File: config.mk
export PLATFORM = sky130hd
export DESIGN_NAME = str_unpack_flat
export DESIGN_NICKNAME = d
export VERILOG_FILES = /design/src/rtl/str_unpack_pkg.sv /design/src/rtl/str_unpack_if.sv /design/src/rtl/str_unpack_skid.sv /design/src/rtl/str_unpack.sv /design/src/flat_wrapper.sv
export SDC_FILE = /design/constraint.sdc
export NUM_CORES = 1
export LEC_CHECK = 0
export CORE_ASPECT_RATIO = 1.5
export CORE_MARGIN = 2
export CORE_UTILIZATION = 56
export DETAILED_ROUTE_END_ITERATION = 8
export PLACE_DENSITY = 0.89
export SETUP_SLACK_MARGIN = 0.5
export SKIP_LAST_GASP = 1
export SLEW_MARGIN = 20
export SYNTH_ARGS = -nofsm -noshare
export SYNTH_HDL_FRONTEND = slang
export SYNTH_SLANG_ARGS = --single-unit
File: constraint.sdc
create_clock -name clk -period 5.85 [get_ports clk]
set_input_delay 0.8775 -clock clk [delete_from_list [all_inputs] [get_ports clk]]
set_output_delay 0.8775 -clock clk [all_outputs]
set_load 0.01 [all_outputs]
File: src/rtl/str_unpack_pkg.sv
// Shared definitions for the wide/narrow stream adapters (unpacker and the
// gear-box deserializer on the other side).
//   str_clog2      : ceil(log2(value)), constant-foldable
//   str_cnt_width  : width of a sub-word count able to hold 0..nb
//   STR_CNT_FULL   : count encoding that stands for a completely full word
//   ser_state_e    : serializer state encoding
package str_unpack_pkg;

  function automatic int str_clog2(input int value);
    int w;
    int v;
    w = 0;
    v = value - 1;
    while (v > 0) begin
      w++;
      v = v >> 1;
    end
    return w;
  endfunction

  function automatic int str_cnt_width(input int nb);
    return (str_clog2(nb + 1) < 1) ? 1 : str_clog2(nb + 1);
  endfunction

  localparam int STR_CNT_FULL = 0;

  typedef enum logic {
    ST_IDLE,
    ST_EMIT
  } ser_state_e;

endpackage

File: src/rtl/str_unpack_if.sv
// Bus bundle for str_unpack: wide up-stream side (data/cnt/last/val/rdy)
// and narrow down-stream side (data/last/val/rdy).
//   master : the environment (drives up words, consumes dn words)
//   slave  : the adapter itself
interface str_unpack_if
  import str_unpack_pkg::*;
#(
  parameter int DATA_UP_WIDTH = 8,
  parameter int DATA_DN_WIDTH = 2
);
  localparam int DATA_NB   = DATA_UP_WIDTH / DATA_DN_WIDTH;
  localparam int CNT_WIDTH = str_cnt_width(DATA_NB);

  logic [DATA_UP_WIDTH-1:0] up_data;
  logic [CNT_WIDTH-1:0]     up_cnt;
  logic                     up_last;
  logic                     up_val;
  logic                     up_rdy;
  logic [DATA_DN_WIDTH-1:0] dn_data;
  logic                     dn_last;
  logic                     dn_val;
  logic                     dn_rdy;

  modport master (
    output up_data, up_cnt, up_last, up_val, dn_rdy,
    input  up_rdy, dn_data, dn_last, dn_val
  );

  modport slave (
    input  up_data, up_cnt, up_last, up_val, dn_rdy,
    output up_rdy, dn_data, dn_last, dn_val
  );

endinterface

File: src/rtl/str_unpack_skid.sv
// str_skid: one-entry skid buffer with a registered in_rdy.
//   in_data/in_val/in_rdy    : upstream side, in_rdy comes straight from a flop
//   out_data/out_val/out_rdy : downstream side, pass-through when the skid is empty
// A word arriving while out_rdy is low is parked in the skid entry; in_rdy
// then drops on the next edge, so at most one word is absorbed per stall.
module str_skid #(
  parameter int WIDTH = 8
) (
  input  logic             clk,
  input  logic             rst_n,
  input  logic [WIDTH-1:0] in_data,
  input  logic             in_val,
  output logic             in_rdy,
  output logic [WIDTH-1:0] out_data,
  output logic             out_val,
  input  logic             out_rdy
);
  logic             skid_val_q, skid_val_d;
  logic [WIDTH-1:0] skid_data_q, skid_data_d;
  logic             in_rdy_q, in_rdy_d;
  logic             in_fire;

  always_comb begin
    in_fire     = in_val & in_rdy_q;
    out_val     = skid_val_q | in_fire;
    out_data    = skid_val_q ? skid_data_q : in_data;
    skid_val_d  = skid_val_q;
    skid_data_d = skid_data_q;
    if (skid_val_q) begin
      if (out_rdy) skid_val_d = 1'b0;
    end else if (in_fire && !out_rdy) begin
      skid_val_d  = 1'b1;
      skid_data_d = in_data;
    end
    in_rdy_d = ~skid_val_d;
  end

  assign in_rdy = in_rdy_q;

  always_ff @(posedge clk or negedge rst_n) begin
    if (!rst_n) begin
      skid_val_q <= 1'b0;
      in_rdy_q   <= 1'b0;
    end else begin
      skid_val_q <= skid_val_d;
      in_rdy_q   <= in_rdy_d;
    end
  end

  always_ff @(posedge clk) begin
    skid_data_q <= skid_data_d;
  end

endmodule

File: src/rtl/str_unpack.sv
// str_unpack: width-down stream adapter. Each accepted wide word is emitted
// as cnt_eff narrow words, LSB sub-word first; the final one carries dn_last
// when the wide word carried up_last.
//   clk, rst_n : clock, asynchronous active-low reset
//   bus        : str_unpack_if.slave (up_* wide side, dn_* narrow side)
// Pipeline: skid (registered up_rdy) -> holding register -> output register.
module str_unpack
  import str_unpack_pkg::*;
#(
  parameter int DATA_UP_WIDTH = 8,
  parameter int DATA_DN_WIDTH = 2
) (
  input  logic         clk,
  input  logic         rst_n,
  str_unpack_if.slave  bus
);
  localparam int DATA_NB   = DATA_UP_WIDTH / DATA_DN_WIDTH;
  localparam int CNT_WIDTH = str_cnt_width(DATA_NB);
  localparam int SKID_W    = DATA_UP_WIDTH + CNT_WIDTH + 1;

  if ((DATA_UP_WIDTH % DATA_DN_WIDTH) != 0 || DATA_NB < 2) begin : g_bad_params
    $error("str_unpack: DATA_UP_WIDTH must be a multiple of DATA_DN_WIDTH giving at least 2 sub-words");
  end

  // Out-of-range counts (0 or above DATA_NB) mean a full word.
  function automatic logic [CNT_WIDTH-1:0] cnt_eff(input logic [CNT_WIDTH-1:0] c);
    if (c == CNT_WIDTH'(STR_CNT_FULL) || int'(c) > DATA_NB) return CNT_WIDTH'(DATA_NB);
    return c;
  endfunction

  logic [SKID_W-1:0]        skid_out;
  logic                     skid_val, skid_rdy, up_rdy_w;
  logic [DATA_UP_WIDTH-1:0] s_data;
  logic [CNT_WIDTH-1:0]     s_cnt;
  logic                     s_last;

  str_skid #(.WIDTH(SKID_W)) u_skid (
    .clk      (clk),
    .rst_n    (rst_n),
    .in_data  ({bus.up_last, bus.up_cnt, bus.up_data}),
    .in_val   (bus.up_val),
    .in_rdy   (up_rdy_w),
    .out_data (skid_out),
    .out_val  (skid_val),
    .out_rdy  (skid_rdy)
  );

  assign bus.up_rdy = up_rdy_w;
  assign {s_last, s_cnt, s_data} = skid_out;

  ser_state_e               state_q, state_d;
  logic [CNT_WIDTH-1:0]     idx_q, idx_d;
  logic                     hold_val_q, hold_val_d;
  logic [DATA_UP_WIDTH-1:0] hold_data_q, hold_data_d;
  logic [CNT_WIDTH-1:0]     hold_cnt_q, hold_cnt_d;
  logic                     hold_last_q, hold_last_d;
  logic                     out_val_q, out_val_d;
  logic [DATA_DN_WIDTH-1:0] out_data_q, out_data_d;
  logic                     out_last_q, out_last_d;
  logic                     advance, emit, final_sub, hold_free;
  logic [DATA_DN_WIDTH-1:0] sub_word;

  always_comb begin
    advance    = ~out_val_q | bus.dn_rdy;
    sub_word   = DATA_DN_WIDTH'(hold_data_q >> (DATA_DN_WIDTH * int'(idx_q)));
    final_sub  = (idx_q + CNT_WIDTH'(1)) == hold_cnt_q;
    state_d    = state_q;
    idx_d      = idx_q;
    out_val_d  = out_val_q;
    out_data_d = out_data_q;
    out_last_d = out_last_q;
    hold_free  = 1'b0;
    emit       = 1'b0;

    case (state_q)
      // Output register is always empty here, so a held word starts at once.
      ST_IDLE: emit = hold_val_q;
      ST_EMIT: begin
        if (advance) begin
          if (hold_val_q) begin
            emit = 1'b1;
          end else begin
            out_val_d  = 1'b0;
            out_last_d = 1'b0;
            state_d    = ST_IDLE;
          end
        end
      end
    endcase

    if (emit) begin
      out_val_d  = 1'b1;
      out_data_d = sub_word;
      out_last_d = final_sub & hold_last_q;
      state_d    = ST_EMIT;
      // Freeing on the final sub-word lets the next word load on the same
      // edge, so consecutive words stream without a bubble.
      if (final_sub) begin
        hold_free = 1'b1;
        idx_d     = '0;
      end else begin
        idx_d = idx_q + CNT_WIDTH'(1);
      end
    end

    skid_rdy    = ~hold_val_q | hold_free;
    hold_val_d  = skid_rdy ? skid_val : hold_val_q;
    hold_data_d = hold_data_q;
    hold_cnt_d  = hold_cnt_q;
    hold_last_d = hold_last_q;
    if (skid_rdy && skid_val) begin
      hold_data_d = s_data;
      hold_cnt_d  = cnt_eff(s_cnt);
      hold_last_d = s_last;
    end
  end

  always_ff @(posedge clk or negedge rst_n) begin
    if (!rst_n) begin
      state_q    <= ST_IDLE;
      idx_q      <= '0;
      hold_val_q <= 1'b0;
      out_val_q  <= 1'b0;
      out_data_q <= '0;
      out_last_q <= 1'b0;
    end else begin
      state_q    <= state_d;
      idx_q      <= idx_d;
      hold_val_q <= hold_val_d;
      out_val_q  <= out_val_d;
      out_data_q <= out_data_d;
      out_last_q <= out_last_d;
    end
  end

  always_ff @(posedge clk) begin
    hold_data_q <= hold_data_d;
    hold_cnt_q  <= hold_cnt_d;
    hold_last_q <= hold_last_d;
  end

  assign bus.dn_val  = out_val_q;
  assign bus.dn_data = out_data_q;
  assign bus.dn_last = out_last_q;

endmodule
File: src/flat_wrapper.sv
// flat-port wrapper written by rule: the top's interface ports become plain ports
module str_unpack_flat import str_unpack_pkg::*;
#(
  parameter int DATA_UP_WIDTH = 8,
  parameter int DATA_DN_WIDTH = 2
)
  (clk, rst_n, bus_up_data, bus_up_cnt, bus_up_last, bus_up_val, bus_dn_rdy, bus_up_rdy, bus_dn_data, bus_dn_last, bus_dn_val);
  str_unpack_if #(.DATA_UP_WIDTH(DATA_UP_WIDTH), .DATA_DN_WIDTH(DATA_DN_WIDTH)) bus_i ();
  input  logic clk;
  input  logic rst_n;
  input wire logic [$bits(bus_i.up_data)-1:0] bus_up_data;
  input wire logic [$bits(bus_i.up_cnt)-1:0] bus_up_cnt;
  input wire logic [$bits(bus_i.up_last)-1:0] bus_up_last;
  input wire logic [$bits(bus_i.up_val)-1:0] bus_up_val;
  input wire logic [$bits(bus_i.dn_rdy)-1:0] bus_dn_rdy;
  output wire logic [$bits(bus_i.up_rdy)-1:0] bus_up_rdy;
  output wire logic [$bits(bus_i.dn_data)-1:0] bus_dn_data;
  output wire logic [$bits(bus_i.dn_last)-1:0] bus_dn_last;
  output wire logic [$bits(bus_i.dn_val)-1:0] bus_dn_val;
  assign bus_i.up_data = bus_up_data;
  assign bus_i.up_cnt = bus_up_cnt;
  assign bus_i.up_last = bus_up_last;
  assign bus_i.up_val = bus_up_val;
  assign bus_i.dn_rdy = bus_dn_rdy;
  assign bus_up_rdy = bus_i.up_rdy;
  assign bus_dn_data = bus_i.dn_data;
  assign bus_dn_last = bus_i.dn_last;
  assign bus_dn_val = bus_i.dn_val;
  str_unpack #(.DATA_UP_WIDTH(DATA_UP_WIDTH), .DATA_DN_WIDTH(DATA_DN_WIDTH)) u_core (.clk(clk), .rst_n(rst_n), .bus(bus_i));
endmodule
==> flow_summary_export.csv <==
group,metric,value,unit
synthesis,synthSimpleGateAreaFrac,9.96,%
setup_path,cp.arrival,2510,ps
timing,timing.setup.tns,0,ps
setup_path,path_max_fanout,12,
cts,htree_num_levels,2,
global_routing,grtUsageTotal,17.7,%
placed_design,place.gp.congestion,0.836,
synthesis,ys_ff_latch,35,
cts,clock-sinks,35,
pwr,irDropWorstVdd,282,uV
synthesis,synth_compound_area_share,6.44,%
timing,slew_violations,0,
setup_path,critPathKind,"flip-flop to flip-flop",
synthesis,ys_types,29,
setup_path,cp.required,5830,ps
cts,cts_root_buffer,"clkbuf_4",
placed_design,dp_cells,135,
cts,cts_tree,"yes",
outcome,status,"finished clean",
drt,antenna_left,0,
floorplan,ios,21,
pwr,leakagePower,0.650,nW
synthesis,syn_inst,93,
drt,avgViaCountPerCell,5.76,
pwr,p_comb_share,33.7,%
cts,clk_pin_slew,100,ps
global_routing,antenna_found_initial,0,
timing,hold_viol_final,0,
drt,drt_wl_total,2160,um
global_routing,overflow,0,
synthesis,yosysTopAreaCell,"edfxtp_1",
cts,cts_setup_buffers,0,
hold_path,hold_class,"flip-flop to flip-flop",
floorplan,core,2450,sq um
final_layout,nNetsFinal,135,
final_layout,final_area,1740,sq um
drt,dr.pass1.iters,4,
final_layout,fillers,157,
cts,cts_buffers,5,
timing,slew_headroom,58.9,%
drt,drtIter0Drc,13,
cts,cts_max_path_buffers,2,
timing,min_period,2530,ps
pwr,p_per_area,454,nW/um^2
setup_path,crit_path_end_kind,"flip-flop",
global_routing,grt_max_degree,16,
synthesis,syn_area_per_cell,15.7,sq um
pwr,intPower,0.540,mW
floorplan,dieWidth,45.7,um
floorplan,die_area,3040,sq um
timing,skew,12.6,ps
synthesis,yosysSeqAreaShare,68.3,%
synthesis,muxShareOfSynthArea,10.7,%
synthesis,synth_xor_area_share,2.92,%
global_routing,grt_pass1_vias,846,
final_layout,drive_above_1_share,18.5,%
setup_path,cp-start-kind,"flip-flop",
global_routing,grt_pass1_wl,3610,um
synthesis,synth_area_leaders,"edfxtp_1, dfrtp_1, mux2_2",
timing,worst_pin_slew,612,ps
pwr,p_switching,0.248,mW
drt,drc,0,
final_layout,syn_to_final_growth,19.1,%
timing,period_share,43.2,%
synthesis,synthesis.area,1460,sq um
cts,cts_resized,0,
pwr,p_seq_share,50.3,%
timing,setup_viol,0,
drt,post_drt_wl_per_cell,15.1,um
cts,clock_latency,340,ps
pwr,switching_share,31.5,%
cts,hold_buffers,0,
placed_design,port_buffers,20,
timing,clock.fmax,0.396,GHz
synthesis,synth_fp_nets,110,
floorplan,die_y,66.5,um
final_layout,fin_cells,143,
flow_run,cap_violations,0,
synthesis,ys_warn_count,0,
synthesis,yosys.area_share.adder,0.858,%
synthesis,synth_top_family_by_area,"multiplexers",
drt,dr_total_vias,824,
floorplan,rows,22,
placed_design,hpwl,1660,um
synthesis,post-synth-top-area-fraction,49.4,%
final_layout,diodes,0,
timing,rsz0062_at_grt,"no",
pwr,clkPwrFrac,15.9,%
placed_design,dpl-instance-area,1680,sq um
floorplan,start_util,59.5,%
-- cells in the mapped netlist --
master     instances
a21boi_1           1
a21o_1             3
a21oi_1            2
a22o_1             4
and2_1             1
and3_1             2
clkbuf_1           2
dfrtp_1           11
edfxtp_1          24
ha_1               1
inv_1              1
mux2_2             9
mux2i_1            1
mux4_2             2
nand2_1            4
nand2_2            1
nand2b_1           2
nand3_1            3
nand3b_1           2
nor2_1             6
nor2b_1            1
nor3_1             2
nor3_4             1
nor3b_1            1
o21ai_0            2
o2bb2ai_1          1
xnor2_1            1
xor2_1             1
xor3_2             1
-- metal layers --
| metal | routed length (um) | vias up | GRT usage (%) |
|---|---|---|---|
| li1 | - | 399 | - |
| met1 | 787 | 398 | 18.2 |
| met2 | 1220 | 20 | 30.3 |
| met3 | 98 | 7 | 6.50 |
| met4 | 55 | 0 | 8.82 |
| met5 | 0 | - | 0 |
-- worst paths after layout --
| check | cells past startpoint | slack [ps] | start | to |
|---|---|---|---|---|
| worst max register to register | 5 | 3320 | u_core.idx_q[0]$_DFFE_PN0P_ | u_core.hold_data_q[5]$_DFFE_PP_ |
| max in group asynchronous | 1 | 4670 | rst_n | u_core.bus.dn_data[1]$_DFFE_PN0P_ |
| worst max-delay path | 5 | 3320 | u_core.idx_q[0]$_DFFE_PN0P_ | u_core.hold_data_q[5]$_DFFE_PP_ |
| worst min register to register | 2 | 480 | u_core.hold_last_q$_DFFE_PP_ | u_core.bus.dn_last$_DFFE_PN0P_ |
| worst min-delay path | 2 | 480 | u_core.hold_last_q$_DFFE_PP_ | u_core.bus.dn_last$_DFFE_PN0P_ |
| min in group asynchronous | 1 | 850 | rst_n | u_core.u_skid.skid_val_q$_DFF_PN0_ |
-- power groups by stage --
stage	Sequential, mW	Clock, mW	Combinational, mW
finish	0.397	0.125	0.266
global route	0.407	0.142	0.292
CTS	0.400	0.131	0.269
detailed placement	0.406	0	0.267
global placement	0.401	0	0.255
floorplan	0.390	0	0.200
-- cell families after synthesis --
| family | Yosys count |
|---|---|
| buf+inv | 3 |
| simple gates | 26 |
| xor+xnor | 3 |
| fa+ha+maj | 1 |
| flops | 35 |
| mux | 12 |
| compound gates | 13 |
-- critical path, cell delays in order, from the launching register on --
cell      delay (ps)
dfrtp_1          500
ha_1             260
xor3_2           470
nor3_4           290
nand2_2          130
a21boi_2         510
-- sequential cells by signal (all words and copies together) (netlist names) --
register	count
u_core.u_skid.skid_data_q	12
u_core.hold_data_q	8
u_core.hold_cnt_q	3
u_core.idx_q	3
u_core.bus.dn_data	2
u_core.bus.dn_last	1
u_core.bus.dn_val	1
u_core.hold_last_q	1
u_core.hold_val_q	1
u_core.state_q	1
u_core.u_skid.in_rdy	1
u_core.u_skid.skid_val_q	1
-- through the flow --
stage	hold slack (ps)	setup WS (ps)	total power [mW]	utilization (%)
2_1_floorplan	435	3360	0.590	-
3_3_place_gp	451	2830	0.656	68.6
3_5_place_dp	453	2670	0.673	68.6
4_1_cts	482	2920	0.800	70.7
5_1_grt	526	3140	0.841	70.9
6_report	478	3320	0.788	70.9
-- cell type report --
type                            count  area (sq um)  share of cell area, %
Clock buffer                        6          41.3                   2.38
Clock inverter                      2          11.3                  0.648
Timing Repair Buffer               20           200                   11.5
Multi-Input combinational cell     55           454                   26.2
Tap cell                           24          30.0                   1.73
Inverter                            1          3.75                  0.216
Sequential cell                    35           996                   57.3
-- placed cells by master, fill, tap and decap left out --
cell type         n
a21boi_2          1
a21o_1            3
a21oi_1           2
a22o_1            4
and2_1            1
and3_1            2
clkbuf_1          1
clkbuf_4          5
clkdlybuf4s50_1  20
clkinv_2          1
dfrtp_1          11
edfxtp_1         24
ha_1              1
inv_1             1
inv_4             1
mux2_2            9
mux2i_1           1
mux4_2            2
nand2_1           4
nand2_2           1
nand2b_1          2
nand3_1           3
nand3b_1          2
nor2_1            6
nor2b_1           1
nor3_1            2
nor3_4            1
nor3b_1           1
o21ai_0           2
o2bb2ai_1         1
xnor2_1           1
xor2_1            1
xor3_2            1
Note: power is estimated with default switching activity, not from simulation.
